$ cat src/rtl/regfile_dump_reader.sv
// Debug read-out engine: walks registers FIRST_REG..LAST_REG through an async
// register-file read port and streams {index, value} words over valid/ready.
module regfile_dump_reader #(
  parameter int FIRST_REG = 0,
  parameter int LAST_REG  = 31
) (
  input  logic        clk,
  input  logic        rst,
  input  logic        start,
  input  logic        abort,
  output logic [4:0]  rf_ra,
  input  logic [31:0] rf_rd,
  output logic [31:0] out_data,
  output logic [4:0]  out_addr,
  output logic        out_valid,
  input  logic        out_ready,
  output logic        busy,
  output logic        done
);

  // Stream handshake: a word moves when out_valid && out_ready at a posedge;
  // while out_valid is high and out_ready is low, out_data/out_addr hold.
  typedef enum logic [1:0] {IDLE, READ, HOLD, DONE} state_t;

  localparam logic [4:0] FIRST_A = 5'(FIRST_REG);
  localparam logic [4:0] LAST_A  = 5'(LAST_REG);

  state_t     state;
  logic [4:0] addr;

  // Registered address keeps the read port glitch-free.
  assign rf_ra = addr;

  always_ff @(posedge clk) begin
    if (rst) begin
      state     <= IDLE;
      addr      <= FIRST_A;
      out_data  <= '0;
      out_addr  <= '0;
      out_valid <= 1'b0;
      busy      <= 1'b0;
      done      <= 1'b0;
    end else if (abort) begin
      state     <= IDLE;
      out_valid <= 1'b0;
      busy      <= 1'b0;
      done      <= 1'b0;
    end else begin
      case (state)
        IDLE: begin
          done <= 1'b0;
          if (start) begin
            addr  <= FIRST_A;
            busy  <= 1'b1;
            state <= READ;
          end
        end
        READ: begin
          out_data  <= rf_rd;
          out_addr  <= addr;
          out_valid <= 1'b1;
          state     <= HOLD;
        end
        HOLD: begin
          if (out_valid && out_ready) begin
            out_valid <= 1'b0;
            // Termination on LAST_REG means addr never needs to wrap.
            if (addr == LAST_A) begin
              busy  <= 1'b0;
              done  <= 1'b1;
              state <= DONE;
            end else begin
              addr  <= addr + 5'd1;
              state <= READ;
            end
          end
        end
        DONE: begin
          done  <= 1'b0;
          state <= IDLE;
        end
        default: state <= IDLE;
      endcase
    end
  end

endmodule
$ cat config.mk
export PLATFORM = sky130hd
export DESIGN_NAME = regfile_dump_reader
export DESIGN_NICKNAME = d
export VERILOG_FILES = /design/src/rtl/regfile_dump_reader.sv
export SDC_FILE = /design/constraint.sdc
export NUM_CORES = 1
export LEC_CHECK = 0
export BUFFER_PORTS_ARGS = -buffer_cell sky130_fd_sc_hd__buf_2
export CORE_AREA = 2 2 67 69
export CTS_BUF_LIST = sky130_fd_sc_hd__clkbuf_8 sky130_fd_sc_hd__clkbuf_16
export CTS_CLUSTER_SIZE = 12
export DETAILED_ROUTE_END_ITERATION = 12
export DIE_AREA = 0 0 69 71
export GPL_TIMING_DRIVEN = 0
export HOLD_SLACK_MARGIN = 0.1
export PLACE_DENSITY = 0.76
export REMOVE_ABC_BUFFERS = 1
export SYNTH_ARGS = -nofsm -noshare
export SYNTH_HDL_FRONTEND = slang
export SYNTH_SLANG_ARGS = --single-unit
$ cat constraint.sdc
create_clock -name clk -period 2.1 [get_ports clk]
set_input_delay 0.21 -clock clk [delete_from_list [all_inputs] [get_ports clk]]
set_output_delay 0.21 -clock clk [all_outputs]
set_load 0.02 [all_outputs]
==> metrics.cfg, run 1 <==
[yosys]
synthMuxAreaShare_pct = 0
synthSimpleGateAreaFrac_pct = 24.6
synth_compound_gate_area_share_pct = 16.4
synth_area_per_cell_sq_um = 8.05
synth_area_leader_cell = dfxtp_1
yosys_warnings = 0
ys_top_cells_by_area = dfxtp_1 50%, nand2_1 16%, a21oi_1 12%, ha_1 4.7%, nand2b_1 2.3%
synth-seq-cells = 47
netlist_top_cells_count = 79 x nand2_1, 47 x dfxtp_1, 46 x a21oi_1, 11 x clkbuf_1
synth_xor_area_share_pct = 0
seq_area_frac_synth_pct = 50.4
synth-adder-area-share_pct = 4.69
synth-edff-count = 0
synth_top_family_by_area = simple AND/OR/NAND/NOR gates
yosysMostFrequentCell = nand2_1
ys_types = 23
syn_inst = 232
synth_ff_type = dfxtp_1
yosys.area.top_type_share_pct = 50.4
synth_area_sq_um = 1870
async_flop_share_pct = 0

[detailed_routing]
firstDrtPassIters = 4
wl_um = 4030
vias_per_cell = 4.73
route.detailed.drc = 0
dr_wl_met2_um = 1970
drt-met1-wl_um = 1800
ant_nets = 0
drt-initial-drc-count = 57
route.met3.wl_um = 234
vias = 1707
dr.max_layer_used = met4
wire_per_inst_um = 11.2

[sta]
slew_violations = 0
fmax_mhz = 500
slew_headroom_pct = 43.7
finalWorstSetupSlack_ps = 100
clock-skew-final_ps = 2.39
tightest_slew_ps = 842
period_needed_ps = 2000
hold_viol_final = 0
setup-violations-final = 0
timing.final.crit_share_pct = 95.2

[setup_path]
r2r_slack_ps = 100
cp-end-kind = flip-flop
path_class = flip-flop to flip-flop
critPathArrivalTime_ps = 2190
critPathSlowestCell = dfxtp_1
cp_slowest_stage_delay_ps = 360
cp_num_buf_inv = 1
crit_chain = ha_1 > and3_1 > ha_1 > nand2b_4 > a2111oi_4 > buf_4 > a21oi_1 > a21o_1
ff2ff_path_depth = 8
crit_required_ps = 2290
critPathLaunchType = flip-flop
cpMostUsedCell = ha_1
r2r-start = rf_ra[1]
critical-path-top-delay-family = compound AO/OA/AOI/OAI gates
reg2reg_to = rf_ra[2]
crit_fanout = 5

[cells_and_area]
regArea_sq_um = 942
diodes = 0
multi_input_area_sq_um = 872
fillers = 390
nNetsFinal = 352
final_util_pct = 58.0
area_growth_pct = 30.6
drive_gt1_share_pct = 32.0

[global_route]
grt_pass1_vias = 1546
grt_max_degree = 44
overflow = 0
antenna_found_initial = 0
grt_util_all_layers_pct = 16.1
grt_pass1_wl_um = 6600

[die]
initial_core_util_pct = 44.4
core-area_sq_um = 4200
die_x_um = 69
core.rowCount = 24
io_pins = 82
die_h_um = 71
die_area_sq_um = 4900

[pwr]
p_total_uw = 1760
switching_share_pct = 22.5
pwr_density_cell_nw_per_um2 = 723
p_leak_uw = 0.00110
p_int_uw = 1370
p_comb_share_pct = 9.9
ir_drop_uv = 322
power_frac_clock_pct = 37.9
switchingPower_uw = 397
seqPwrFrac_pct = 52.2

[clocking]
numCtsBuffers = 5
root_buffer = clkbuf_8
clk_path_buf_depth = 2
path_clk_slew_ps = 80
cts_tree = yes
cts.sinks = 47
htreeDepth = 2
cts_hold_buf = 0
clk_latency_ps = 290

[run_status]
status = finished clean

[place]
dp_hpwl_um = 2770
pre_cts_ws_ps = -4.35
gp_congestion = 0.797
io_buffers = 81

[min_path]
hp-class = input pin to flip-flop
whs_endpoint = out_data[11]
min_from = rf_rd[11]
whs_path_depth = 3

[run]
maxCapViolCount = 0

layout make-up:
class                           instances  share of cell area (%)
Sequential cell                        47                    38.6
Clock buffer                            6                    3.38
Clock inverter                          2                    1.44
Timing Repair Buffer                   84                    17.8
Inverter                                2                   0.308
Multi-Input combinational cell        168                    35.7
Tap cell                               52                    2.67
sequential cells by signal (all words and copies together) (netlist names):
name       count
busy           1
done           1
out_addr       5
out_data      32
out_valid      1
rf_ra          5
state          2
worst max-delay path by stage:
| stage | endpoint | start | cells past startpoint | slack (ps) |
|---|---|---|---|---|
| 2_1_floorplan | out_addr[0] | state[1] | 5 | -40 |
| 3_3_place_gp | out_data[18] | state[1] | 5 | -850 |
| 3_5_place_dp | rf_ra[3] | rf_ra[0] | 7 | -4 |
| 4_1_cts | rf_ra[3] | rf_ra[0] | 8 | 9 |
| 5_1_grt | rf_ra[2] | rf_ra[0] | 8 | -8 |
| 6_report | rf_ra[2] | rf_ra[1] | 8 | 100 |
layer usage:
metal,up-vias,GRT usage (%)
li1,903,-
met1,752,19.8
met2,48,27.9
met3,4,4.84
met4,0,4.14
met5,-,0
cell families (layout without fill, tap and decap cells):
family          after synthesis  after routing
compound gates               54             54
fa+ha+maj                     7              7
simple gates                107            107
buf+inv                      17             94
flops                        47             47
power by group through the flow:
stage,sequential (uW),clock [uW],combinational [uW]
after detailed placement,942,0,172
final,921,669,175
after CTS,921,693,177
after global placement,941,0,166
after global routing,924,740,194
after floorplan,966,0,64.1
worst reg2reg max path: cells and delay by family (launching register included):
| family | cells | cell delay (ps) |
|---|---|---|
| compound gates | 3 | 570 |
| fa+ha+maj | 2 | 420 |
| buf+inv | 1 | 190 |
| flops | 1 | 360 |
| simple gates | 2 | 370 |
per-stage QoR:
step / instance area (sq um) / instances / TNS (ps) / hold slack (ps)
floorplan: 1800 / 217 / -1520 / 279
global placement: 2270 / 350 / -30950 / 439
detailed placement: 2300 / 351 / -4.35 / 443
CTS: 2430 / 361 / 0 / 140
global route: 2440 / 361 / -8.30 / 130
finish: 2440 / 361 / 0 / 149
layout by cell type, fill, tap and decap left out, types with 2 or more instances in the layout:
cell type and instances:
nand2b_1 6, nor2_1 5, a21o_1 4, nor3_1 3, clkbuf_8 6, nand2_1 79, inv_1 2, buf_4 2
nor2b_1 2, a21oi_1 46, ha_1 6, buf_2 81, nand3_1 5, dfxtp_1 46, or2_1 2
repair_timing:
action	CTS	global route
endpoints found under the setup margin	2	4
gates cloned	0	0
hold endpoints to repair	0	0
buffers inserted	2	0
pin swaps	1	1
gates resized for setup	1	2
(Power assumes the default switching activity.)
==> run 2, diff against run 1 <==
--- a/config.mk
+++ b/config.mk
@@ -6,14 +6,16 @@
 export NUM_CORES = 1
 export LEC_CHECK = 0
 export BUFFER_PORTS_ARGS = -buffer_cell sky130_fd_sc_hd__buf_2
-export CORE_AREA = 2 2 67 69
+export CELL_PAD_IN_SITES_DETAIL_PLACEMENT = 0
+export CELL_PAD_IN_SITES_GLOBAL_PLACEMENT = 1
+export CORE_AREA = 2 2 80 82
 export CTS_BUF_LIST = sky130_fd_sc_hd__clkbuf_8 sky130_fd_sc_hd__clkbuf_16
 export CTS_CLUSTER_SIZE = 12
 export DETAILED_ROUTE_END_ITERATION = 12
-export DIE_AREA = 0 0 69 71
+export DIE_AREA = 0 0 82 84
 export GPL_TIMING_DRIVEN = 0
 export HOLD_SLACK_MARGIN = 0.1
-export PLACE_DENSITY = 0.76
+export PLACE_DENSITY_LB_ADDON = 0.1
 export REMOVE_ABC_BUFFERS = 1
 export SYNTH_ARGS = -nofsm -noshare
 export SYNTH_HDL_FRONTEND = slang
==> run 2 against run 1 <==
Net effect:
- final area shrank 0.56%
- clock power shrank 23%
- fmax grew 1.5%
- non-clock buffer count shrank 2
- via count grew 1.1%
- critical path depth is the same
- cell count grew 6.4%
- sequential power is essentially flat
- clock skew shrank 0.51 ps
- highest routed layer unchanged
==> metrics.cfg, run 2 (same netlist as run 1, synthesis figures left out) <==
[run_status]
status = finished clean

[clocking]
clk_path_buf_depth = 2
htreeDepth = 2
path_clk_slew_ps = 80
clk_latency_ps = 290
cts_hold_buf = 0
cts_tree = yes
cts.sinks = 47
numCtsBuffers = 5
root_buffer = clkbuf_8

[cells_and_area]
nNetsFinal = 350
largest-register = out_data
area_growth_pct = 29.9
final_common_cell = buf_2
final_cell_mix = 81 x buf_2, 79 x nand2_1, 46 x a21oi_1
fin_area_sq_um = 2430
diodes = 0
final_util_pct = 39.8
fillers = 676
drive_gt1_share_pct = 32.2
largest_reg_flops = 32

[pwr]
ir_drop_uv = 241
p_leak_uw = 0.00107
pwr_density_cell_nw_per_um2 = 664

[sta]
period_needed_ps = 1970
clock-skew-final_ps = 1.88
finalWorstSetupSlack_ps = 130
tightest_slew_ps = 877
setup-violations-final = 0
timing.final.crit_share_pct = 93.8
hold_viol_final = 0
slew_violations = 0
fin_tns_setup_ps = 0
fmax_mhz = 508
hold_ws_ps = 145
grt_setup_unrepaired = false
slew_headroom_pct = 41.4

[global_route]
grt_max_degree = 44
grt_pass1_vias = 1619
antenna_found_initial = 0
overflow = 0
grt_util_all_layers_pct = 13.9
grt_pass1_wl_um = 7530

[setup_path]
critPathLaunchType = flip-flop
crit_required_ps = 2300
cp-end-kind = flip-flop
crit_fanout = 7
critPathArrivalTime_ps = 2170
path_class = flip-flop to flip-flop

[detailed_routing]
vias_per_cell = 4.49
drt-initial-drc-count = 66
firstDrtPassIters = 4
wire_per_inst_um = 12.3
vias = 1726
wl_um = 4710
ant_nets = 0
route.detailed.drc = 0

[place]
gp_congestion = 0.714
pre_cts_ws_ps = -0.415
placed_area_sq_um = 2310
dp_hpwl_um = 3070
io_buffers = 81

[die]
io_pins = 82
die_area_sq_um = 6890
core.rowCount = 29
initial_core_util_pct = 30.6
core-area_sq_um = 6100
die_h_um = 84
die_x_um = 82

[min_path]
hp-class = input pin to flip-flop

[run]
maxCapViolCount = 0

-- run 2: area by class of cell --
cell class	instances	area, sq um	area share [%]
timing repair buffer	82	413	17.0
multi-input combinational	168	882	36.4
sequential	47	946	39.0
clock inverter	3	12.5	0.516
inverter	2	7.51	0.309
clock buffer	5	68.8	2.84
tap	77	96.3	3.97
-- run 2: through the flow --
| step | cells | total power (uW) |
|---|---|---|
| after floorplan | 217 | 1030 |
| after global placement | 375 | 1120 |
| after detailed placement | 375 | 1120 |
| after CTS | 384 | 1650 |
| after global routing | 384 | 1690 |
| final | 384 | 1610 |
-- run 2: repair_timing --
item | 4_1_cts | 5_1_grt
pin swaps | 1 | 2
endpoints found under the setup margin | 2 | 4
hold endpoints to repair | 0 | 0
gates resized for setup | 1 | 6
setup buffers | 1 | 0
-- run 2: final timing paths --
| kind | from | end | slack [ps] | cells past startpoint |
|---|---|---|---|---|
| max | rf_ra[0] | rf_ra[3] | 130 | 8 |
| min | rf_rd[22] | out_data[22] | 140 | 3 |
| max reg2reg | rf_ra[0] | rf_ra[3] | 130 | 8 |
| min reg2reg | out_addr[3] | out_addr[3] | 450 | 2 |
-- run 2: where the power goes --
part / leakage [uW] / switching [uW] / internal, uW
sequential: 0.000382 / 9.94 / 910
clock: 0.0000505 / 293 / 225
combinational: 0.000642 / 106 / 68.7
total: 0.00107 / 409 / 1200
-- run 2: layer usage --
layer | share of wire [%] | wire length (um) | up-vias | global-route usage (%)
met5 | 0 | 0 | - | 0
met4 | 1.4 | 68 | 0 | 4.55
li1 | - | - | 905 | -
met1 | 47 | 2230 | 774 | 16.6
met2 | 45 | 2140 | 41 | 23.8
met3 | 5.8 | 274 | 6 | 3.79
-- run 2: worst max-delay path: stages, from the launching register on --
cell and delay [ps]:
dfxtp_4 370, ha_2 190, and3_1 200, ha_1 200, nand2b_4 150, a2111oi_4 330, buf_4 190, a21oi_1 60
a21o_1 180
==> run 3, diff against run 2 <==
--- a/config.mk
+++ b/config.mk
@@ -5,6 +5,7 @@
 export SDC_FILE = /design/constraint.sdc
 export NUM_CORES = 1
 export LEC_CHECK = 0
+export ABC_AREA = 1
 export BUFFER_PORTS_ARGS = -buffer_cell sky130_fd_sc_hd__buf_2
 export CELL_PAD_IN_SITES_DETAIL_PLACEMENT = 0
 export CELL_PAD_IN_SITES_GLOBAL_PLACEMENT = 1
==> run 3 against run 2 <==
Net effect:
- highest routed layer unchanged
- sequential cell count is the same
- sequential share of layout area shrank 0.50 points
- via count grew 2.3%
- clock power grew 14%
- global-route usage grew 0.86 points
==> metrics.cfg, run 3 <==
[run_status]
status = finished clean

[cells_and_area]
nNetsFinal = 369
largest-register = out_data
largest_reg_flops = 32
final_cell_mix = 86 x nor2_1, 81 x buf_2, 47 x dfxtp_1
drive_gt1_share_pct = 30.1
fillers = 661
final_common_cell = nor2_1
area_growth_pct = 29.1
fin_area_sq_um = 2440
diodes = 0

[detailed_routing]
vias_per_cell = 4.38
vias = 1766
drt-initial-drc-count = 57
firstDrtPassIters = 4
route.detailed.drc = 0
wire_per_inst_um = 11.8
ant_nets = 0
wl_um = 4770

[yosys]
async_flop_share_pct = 0
ys_top_cells_by_area = dfxtp_1 50%, nor2_1 17%, o21ai_1 5.8%, o21ai_0 5.5%, ha_1 4.6%
yosysMostFrequentCell = nor2_1
synth_area_sq_um = 1890
synth-seq-cells = 47
ys_types = 23
synth_ff_type = dfxtp_1
syn_inst = 247
netlist_top_cells_count = 86 x nor2_1, 47 x dfxtp_1, 22 x o21ai_1, 21 x o21ai_0, 20 x nand2_1
synth_area_leader_cell = dfxtp_1
synth-edff-count = 0
yosys.area.top_type_share_pct = 49.7
synth_area_per_cell_sq_um = 7.67
yosys_warnings = 0
seq_area_frac_synth_pct = 49.7

[min_path]
hp-class = input pin to flip-flop

[die]
die_area_sq_um = 6890
io_pins = 82
die_h_um = 84
core.rowCount = 29
die_x_um = 82
core-area_sq_um = 6100
initial_core_util_pct = 31.1

[global_route]
overflow = 0
grt_util_all_layers_pct = 14.8
grt_pass1_wl_um = 7850
grt_pass1_vias = 1669
grt_max_degree = 43
antenna_found_initial = 0

[sta]
hold_ws_ps = 126
timing.final.crit_share_pct = 87.8
fmax_mhz = 542
slew_violations = 0
tightest_slew_ps = 1150
period_needed_ps = 1840
finalWorstSetupSlack_ps = 256
slew_headroom_pct = 23.2
clock-skew-final_ps = 3.62
grt_setup_unrepaired = false
hold_viol_final = 0
fin_tns_setup_ps = 0
setup-violations-final = 0

[setup_path]
reg2reg_to = out_data[20]
crit_required_ps = 2290
crit_fanout = 36
ff2ff_path_depth = 7
critPathSlowestCell = nor2_4
crit_chain = inv_1 > ha_1 > inv_1 > nor2_4 > inv_4 > nor2_1 > nor2_1
critPathCapture = out_data[20]
path_class = flip-flop to flip-flop
cp_num_cells = 7
critPathLaunchType = flip-flop
cp_num_buf_inv = 3
r2r_slack_ps = 260
critical-path-top-delay-family = simple AND/OR/NAND/NOR gates
r2r-start = state[1]
cp_slowest_stage_delay_ps = 460
cp-end-kind = flip-flop
crit_start = state[1]
critPathArrivalTime_ps = 2040

[pwr]
ir_drop_uv = 302
p_total_uw = 1800
switching_share_pct = 26.7
pwr_density_cell_nw_per_um2 = 737
switchingPower_uw = 482
seqPwrFrac_pct = 53.3
p_leak_uw = 0.00127
power_frac_clock_pct = 32.7
p_comb_share_pct = 14.0
p_int_uw = 1320

[clocking]
htreeDepth = 2
root_buffer = clkbuf_8
cts.sinks = 47
path_clk_slew_ps = 80
cts_tree = yes
clk_path_buf_depth = 2
cts_setup_buffers = 0
numCtsBuffers = 5
clk_latency_ps = 300

[place]
placed_area_sq_um = 2330
dp_hpwl_um = 2940
io_buffers = 81
pre_cts_ws_ps = -247
gp_congestion = 0.674

[run]
maxCapViolCount = 0

## run 3: worst min-delay path by stage
stage | startpoint | end | slack (ps) | depth (start not counted)
detailed placement | rst | rf_ra[2] | 390 | 2
floorplan | rst | rf_ra[2] | 270 | 1
finish | rf_rd[4] | out_data[4] | 130 | 3
global placement | rst | rf_ra[2] | 390 | 2
CTS | rf_rd[4] | out_data[4] | 120 | 3
global route | rf_rd[22] | out_data[22] | 130 | 3
## run 3: cell type report
class / count / area, sq um / share of cell area [%]
Tap cell: 77 / 96.3 / 3.94
Clock buffer: 7 / 96.3 / 3.94
Clock inverter: 1 / 3.75 / 0.154
Multi-Input combinational cell: 177 / 845 / 34.5
Sequential cell: 47 / 941 / 38.5
Timing Repair Buffer: 82 / 415 / 17.0
Inverter: 12 / 47.5 / 1.94
## run 3: power groups by stage
stage / logic (uW) / clock network, uW / registers (uW)
5_1_grt: 283 / 655 / 966
2_1_floorplan: 94.9 / 0 / 1030
6_report: 252 / 590 / 960
3_3_place_gp: 250 / 0 / 980
4_1_cts: 256 / 619 / 960
3_5_place_dp: 250 / 0 / 980
## run 3: routing by layer
layer	track usage, %	share of wire, %	vias to the layer above
li1	-	-	941
met1	20.0	48	772
met2	21.5	43	48
met3	5.63	7.2	5
met4	5.00	1.5	0
met5	0	0	-
## run 3: what timing repair did
action,CTS,global route
pin swaps,1,0
gates cloned,1,0
endpoints found under the setup margin,36,35
resized for setup,0,2
endpoints found under the hold margin,1,0
hold buffers,1,0
## run 3: through the flow
stage | util, % | instances
floorplan | - | 235
global placement | 38.1 | 393
detailed placement | 38.2 | 393
CTS | 40.1 | 403
global route | 40.1 | 403
finish | 40.1 | 403
## run 3: kinds of logic (layout without fill, tap and decap cells)
group / count (synthesis) / in the layout / synth area share (%)
AOI/OAI and AO/OA: 49 / 49 / 13.2
and+or+nand+nor: 120 / 121 / 26.2
adders and majority gates: 7 / 7 / 4.62
buffers and inverters: 24 / 102 / 6.34
DFF: 47 / 47 / 49.7
## run 3: worst min-delay path, cell delays in order
cell and delay (ps):
buf_2 70, nor2_1 30, nor2_1 80
